### src/rtl/restoring_divider6by3.sv
// restoring_divider6by3: sequential restoring divider, 2W-bit dividend by W-bit divisor, one quotient bit per clock
module restoring_divider6by3 #(
  parameter int W = 3
) (
  input  logic           clk,
  input  logic           rst,
  input  logic           start,
  input  logic [2*W-1:0] dividend,
  input  logic [W-1:0]   divisor,
  output logic           busy,
  output logic           done,
  output logic [W-1:0]   quotient,
  output logic [W-1:0]   remainder,
  output logic           div_by_zero,
  output logic           overflow
);
  localparam int CW = (W > 1) ? $clog2(W) : 1;
  typedef enum logic [1:0] {IDLE, CALC, DONE} state_t;
  state_t state;
  logic [2*W-1:0] dvd;
  logic [W-1:0] dvs, q, qn;
  logic [W:0] r, t, rn;
  logic [CW-1:0] cnt;
  logic ge;
  always_comb begin
    t = {r[W-1:0], dvd[cnt]};
    ge = t >= {1'b0, dvs};
    rn = ge ? t - {1'b0, dvs} : t;
    qn = {q[W-2:0], ge};
  end
  always_ff @(posedge clk) begin
    if (rst) begin
      state <= IDLE;
      busy <= 1'b0;
      done <= 1'b0;
      quotient <= '0;
      remainder <= '0;
      div_by_zero <= 1'b0;
      overflow <= 1'b0;
      dvd <= '0;
      dvs <= '0;
      q <= '0;
      r <= '0;
      cnt <= '0;
    end else begin
      case (state)
        IDLE: if (start) begin
          dvd <= dividend;
          dvs <= divisor;
          div_by_zero <= 1'b0;
          overflow <= 1'b0;
          if (divisor == '0) begin
            div_by_zero <= 1'b1;
            quotient <= '1;
            remainder <= '0;
            done <= 1'b1;
            state <= DONE;
          end else if (dividend[2*W-1:W] >= divisor) begin
            // upper half >= divisor means the quotient needs more than W bits
            overflow <= 1'b1;
            quotient <= '1;
            remainder <= '0;
            done <= 1'b1;
            state <= DONE;
          end else begin
            r <= {1'b0, dividend[2*W-1:W]};
            q <= '0;
            cnt <= CW'(W - 1);
            busy <= 1'b1;
            state <= CALC;
          end
        end
        CALC: begin
          r <= rn;
          q <= qn;
          cnt <= cnt - 1'b1;
          if (cnt == '0) begin
            quotient <= qn;
            remainder <= rn[W-1:0];
            busy <= 1'b0;
            done <= 1'b1;
            state <= DONE;
          end
        end
        default: begin
          done <= 1'b0;
          state <= IDLE;
        end
      endcase
    end
  end
endmodule

### config.mk
export PLATFORM = sky130hd
export DESIGN_NAME = restoring_divider6by3
export DESIGN_NICKNAME = d
export VERILOG_FILES = /design/src/rtl/restoring_divider6by3.sv
export SDC_FILE = /design/constraint.sdc
export NUM_CORES = 1
export LEC_CHECK = 0
export CORE_ASPECT_RATIO = 0.9
export CORE_MARGIN = 2
export CORE_UTILIZATION = 40
export DETAILED_ROUTE_END_ITERATION = 12
export GPL_TIMING_DRIVEN = 0
export HOLD_SLACK_MARGIN = 0.1
export PLACE_DENSITY = 0.61
export SYNTH_ARGS = -nofsm -noshare
export SYNTH_HDL_FRONTEND = slang
export SYNTH_SLANG_ARGS = --single-unit
### constraint.sdc
create_clock -name clk -period 2.5 [get_ports clk]
set_input_delay 0.75 -clock clk [delete_from_list [all_inputs] [get_ports clk]]
set_output_delay 0.75 -clock clk [all_outputs]
set_load 0.02 [all_outputs]
-- Word-level counts from Yosys, hierarchy flattened
Index checks and enable logic that the tools add are counted.
- bits in registers: 26
- bits in latches: 0
- RAM bits: 0
- bits in read-only memories: 0
- input port bits: 12
- output and inout port bits: 10
- word-level logic and storage cells: 76
- memories kept: 0
- add/sub/neg operators: 2
- multiply operators: 0
- div/mod/pow operators: 0
- order comparisons: 3
- equality and inequality tests: 6
- shift operators: 0
- mux-type cells: 43
- bitwise gates (word level): 0
- reduce and logical (&&, ||, !) cells: 10
- operators with widths (kind ; number):
    2-to-1 mux 3 bit ; 12
    2-to-1 mux 2 bit ; 10
    one-hot mux 3 bit (2 select lines) ; 3
    2-to-1 mux 1 bit ; 12
    one-hot mux 2 bit (2 select lines) ; 3
    != test 2 bit, second input constant ; 4
    AND reduction 4 bit ; 2
    AND reduction 5 bit ; 1
    >= comparator 4 x 3 -> 1 bit ; 1
    zero test 2 bit ; 2
    less-than comparator 2 x 4 -> 1 bit, second input constant ; 1
    one-hot mux 1 bit (2 select lines) ; 2
    AND reduction 2 bit ; 2
    >= comparator 3 bit ; 1
    zero test 3 bit ; 1
    != test 3 bit, second input constant ; 1
    AND reduction 3 bit ; 1
    subtractor 3 bit ; 1
    binary-select mux 1 bit (select 2 bit) ; 1
    equality test 2 x 1 -> 1 bit, second input constant ; 1
    nonzero test 2 bit ; 1
    subtractor 2 x 1 -> 2 bit, second input constant ; 1

-- Logic depth before layout (Yosys ltp)
- word-level depth: 6
- gate-level depth with buffers: 9

-- Worst setup path before layout
No wires, ideal clock.
- kind: reg-to-reg
- start point: reg cnt[0]
- end point: reg r[1]
- library setup time: 70 ps
- arrival time: 2163 ps
- data required time: 2430 ps
- setup slack: 266 ps
- cell stages (with the launch flop): 9
- path buffers: 0
- path through: dfxtp_1 > mux4_2 > inv_1 > ha_1 > fa_1 > o211a_4 > mux2_4 > or2_0 > a21oi_1
- word-level cells in the longest chain between the ends: 5
- elaborated cells on any way between the ends: 6
- RTL lines (item ; RTL line ; RTL):
    start, declared ; 23 ; logic [CW-1:0] cnt;
    start signal, assigned ; 68 ; cnt <= CW'(W - 1);
    start signal, assigned ; 76 ; cnt <= cnt - 1'b1;
    binary-select mux 1 bit (select 2 bit) (*) ; 26 ; t = {r[W-1:0], dvd[cnt]};
    2-to-1 mux 1 bit (not written as such) (*) ; 26 ;
    >= comparator 4 x 3 -> 1 bit / subtractor 3 bit (equally long branches) ; 27, 28 ;
    2-to-1 mux 3 bit (*) ; 28 ; rn = ge ? t - {1'b0, dvs} : t;
    one-hot mux 3 bit (2 select lines) (*) ; 46 ; case (state)
    end signal, assigned ; 66 ; r <= {1'b0, dividend[2*W-1:W]};
    end signal, assigned ; 74 ; r <= rn;
    end, declared ; 22 ; logic [W:0] r, t, rn;
Every way passes the cells marked *; elsewhere a longest branch is shown, timed or not. The select of a mux whose other input is x is not followed.
A chain may end at the register's enable or synchronous reset.

-- Worst setup path in the final report
- start point: in divisor[2]
- end point: reg r[2]
- word-level cells in the longest chain between the ends: 3
- elaborated cells on any way between the ends: 5
- RTL lines (item ; RTL line ; RTL):
    start, declared ; 9 ; input logic [W-1:0] divisor,
    >= comparator 3 bit / zero test 3 bit (equally long branches) ; 58, 52 ;
    != test 2 bit (no source line) ; - ;
    AND reduction 4 bit (no source line) (*) ; - ;
Every way passes the cells marked *; elsewhere a longest branch is shown, timed or not.

==> load_flow_metrics.sql <==
INSERT INTO impl_metrics (metric_group, metric, value, unit) VALUES
('status', 'result_of_the_run', 'complete, no violations', ''),
('die', 'floorplan.rows', '19', ''),
('yosys', 'synth_largest_type_area_fraction', '0.4202', ''),
('timing', 'timing.slew.headroom', '0.6138', ''),
('die', 'design.core.area', '2995', 'sq um'),
('timing', 'worst_pin_slew', '0.5771', 'ns'),
('run', 'cap_viol_max_count', '0', ''),
('yosys', 'post_synthesis_cells', '143', ''),
('pwr', 'comb_power_share', '0.319', ''),
('cts', 'number_of_buffers_inserted_during_clock_tree_synthesis', '3', ''),
('yosys', 'synth.net_count', '163', ''),
('cells_and_area', 'drive_above_1_share', '0.08383', ''),
('timing', 'final_period_minus_worst_setup_slack', '2.349', 'ns'),
('die', 'die_width', '62.66', 'um'),
('placement', 'io_buffers', '20', ''),
('timing', 'hold-worst-slack', '0.4635', 'ns'),
('pwr', 'internal_power', '699.4', 'uW'),
('pwr', 'power.static_leakage', '0.5884', 'nW'),
('timing', 'hold_viol_final', '0', ''),
('timing', 'grt_setup_unrepaired', 'false', ''),
('yosys', 'postSynth.asyncResetShare', '0', ''),
('critical_path', 'worstPathArrival', '2.55', 'ns'),
('yosys', 'synth_largest_area_cell', 'sky130_fd_sc_hd__dfxtp_1', ''),
('cells_and_area', 'finalInstanceArea', '1534', 'sq um'),
('cells_and_area', 'layout.cells.non_filler', '209', ''),
('yosys', 'synthFlopType', 'sky130_fd_sc_hd__dfxtp_1', ''),
('cts', 'cts_tree', 'done', ''),
('detailed_routing', 'drt-total-wl', '2.576', 'mm'),
('placement', 'detailed_place_hpwl', '2.021', 'mm'),
('critical_path', 'path_max_fanout', '7', ''),
('yosys', 'summed_instance_area_of_the_synthesized_netlist', '1239', 'sq um'),
('detailed_routing', 'post_drt_wl_per_cell', '12.33', 'um'),
('yosys', 'synth_top_cells_by_area', 'sky130_fd_sc_hd__dfxtp_1, sky130_fd_sc_hd__ha_1, sky130_fd_sc_hd__a21oi_1', ''),
('cts', 'clock_pin_slew_on_the_worst_setup_and_hold_paths', '0.14', 'ns'),
('yosys', 'synth_warnings', '0', ''),
('pwr', 'irDropWorstVdd', '318.6', 'uV'),
('detailed_routing', 'drtIter0Drc', '40', ''),
('cts', 'clock_sinks', '26', ''),
('cts', 'cts_htree_levels', '1', ''),
('yosys', 'avgSynthCellArea', '8.662', 'sq um'),
('timing', 'final_skew', '0.007245', 'ns'),
('detailed_routing', 'detailroute.via_count', '1055', ''),
('placement', 'place_ws', '-0.2528', 'ns'),
('cells_and_area', 'finalNetCount', '188', ''),
('yosys', 'synth_edf_count', '0', ''),
('global_routing', 'vias_in_the_first_global_route', '986', ''),
('cts', 'clock_tree.root_cell', 'sky130_fd_sc_hd__clkbuf_4', ''),
('cells_and_area', 'antenna-diode-count', '0', ''),
('die', 'die_h', '56.79', 'um'),
('pwr', 'clkPwrFrac', '0.207', ''),
('critical_path', 'timing_worst_setup_path_type', 'input pin to flip-flop', ''),
('die', 'design.die.area', '3558', 'sq um'),
('timing', 'maxSlewViolCount', '0', ''),
('cells_and_area', 'areaGrowthSynthToFinish', '23.84', '%'),
('worst_hold_path', 'worstHoldPathType', 'flip-flop to flip-flop', ''),
('cts', 'cts.repair.resized', '0', ''),
('detailed_routing', 'avgViaCountPerCell', '5.048', ''),
('detailed_routing', 'drc', '0', ''),
('critical_path', 'start_kind', 'input pin', ''),
('cts', 'worst_skew_pair.late_latency', '0.32', 'ns'),
('detailed_routing', 'dr.pass1.iters', '4', ''),
('pwr', 'p_seq_frac', '0.474', ''),
('yosys', 'yosys_register_bits', '26', ''),
('critical_path', 'timing.critical_path.to_type', 'flip-flop', ''),
('timing', 'setup-violations-final', '0', ''),
('global_routing', 'grt_first_pass_wirelength', '4.450', 'mm'),
('global_routing', 'initial_antenna_violation_count', '0', ''),
('die', 'floorplan.initialDensity', '0.4135', ''),
('timing', 'timing.final.crit_share', '0.9398', ''),
('global_routing', 'globalRoute.totalOverflow', '0', ''),
('placement', 'placedInstanceArea', '1491', 'sq um');
[layout make-up]
class / count / area (sq um)
buffer: 4 / 16.27
clock buffer: 4 / 36.28
timing repair buffer: 20 / 200.2
fill: 302 / 1461
inverter: 10 / 37.54
sequential: 26 / 520.5
tap: 42 / 52.55
multi-input combinational: 103 / 670.6
[cells in the mapped netlist, types with 3 or more instances]
master / number
sky130_fd_sc_hd__o21a_1: 3
sky130_fd_sc_hd__o32ai_1: 3
sky130_fd_sc_hd__o21ai_0: 4
sky130_fd_sc_hd__a21oi_1: 17
sky130_fd_sc_hd__dfxtp_1: 26
sky130_fd_sc_hd__nand2b_1: 6
sky130_fd_sc_hd__nor2_1: 15
sky130_fd_sc_hd__clkbuf_1: 3
sky130_fd_sc_hd__inv_1: 9
sky130_fd_sc_hd__ha_1: 7
sky130_fd_sc_hd__a22oi_1: 4
sky130_fd_sc_hd__nand2_1: 20
sky130_fd_sc_hd__nor2b_1: 3
[per-stage QoR]
stage,util,power [mW]
after global placement,0.4979,0.8122
after CTS,0.5100,1.034
final,0.5121,1.022
after floorplan,-,0.7128
after detailed placement,0.4979,0.8189
after global routing,0.5121,1.097
[state kept, by name (all words and copies together) (netlist names)]
register / flops
dvd: 4
dvs: 3
quotient: 3
r: 3
remainder: 3
cnt: 2
q: 2
state: 2
busy: 1
div_by_zero: 1
done: 1
overflow: 1
[power by group through the flow]
stage               Clock [mW]  Combinational, mW  Sequential [mW]
floorplan                    0              0.202            0.511
global placement             0              0.320            0.493
detailed placement           0              0.325            0.494
CTS                      0.222              0.326            0.485
global route             0.242              0.365            0.490
finish                   0.212              0.326            0.485
[cells by family (layout without fill, tap and decap cells)]
kind of cell | after synthesis | in the layout | synth area share
simple gates | 51 | 51 | 0.1869
compound gates | 40 | 40 | 0.2172
flops | 26 | 26 | 0.4202
buf+inv | 14 | 38 | 0.04342
fa+ha+maj | 8 | 8 | 0.08687
mux | 3 | 3 | 0.03838
xor+xnor | 1 | 1 | 0.007072
[critical path, stage by stage]
cell	delay, ns
sky130_fd_sc_hd__clkdlybuf4s50_1	0.52
sky130_fd_sc_hd__inv_1	0.06
sky130_fd_sc_hd__ha_1	0.30
sky130_fd_sc_hd__a21oi_2	0.19
sky130_fd_sc_hd__o211ai_2	0.17
sky130_fd_sc_hd__o21a_2	0.29
sky130_fd_sc_hd__a22oi_1	0.20
sky130_fd_sc_hd__a21oi_1	0.09
[final timing paths]
check | from | to | slack (ns) | cells past startpoint
setup / recovery | divisor[2] | r[2] | 0.15 | 8
hold / removal | div_by_zero | div_by_zero | 0.46 | 2
setup reg to reg | cnt[0] | r[1] | 0.16 | 8
hold reg to reg | div_by_zero | div_by_zero | 0.46 | 2
[cell usage in the layout (no fill, tap or decap), types with 4 or more instances in the layout]
cell	netlist	routed
sky130_fd_sc_hd__a21oi_1	17	16
sky130_fd_sc_hd__a22oi_1	4	4
sky130_fd_sc_hd__clkdlybuf4s50_1	0	20
sky130_fd_sc_hd__dfxtp_1	26	26
sky130_fd_sc_hd__ha_1	7	7
sky130_fd_sc_hd__inv_1	9	9
sky130_fd_sc_hd__nand2_1	20	20
sky130_fd_sc_hd__nand2b_1	6	6
sky130_fd_sc_hd__nor2_1	15	15
sky130_fd_sc_hd__o21ai_0	4	4
[per-layer routing]
layer	vias to the layer above	routed length, um	share of wire	GRT usage
met5	-	0	0	0
met4	0	30	0.012	0.06667
met3	4	80	0.031	0.01804
met2	13	1185	0.46	0.2596
met1	495	1281	0.50	0.2186
li1	543	-	-	-
Note: power is estimated with default switching activity, not from simulation.
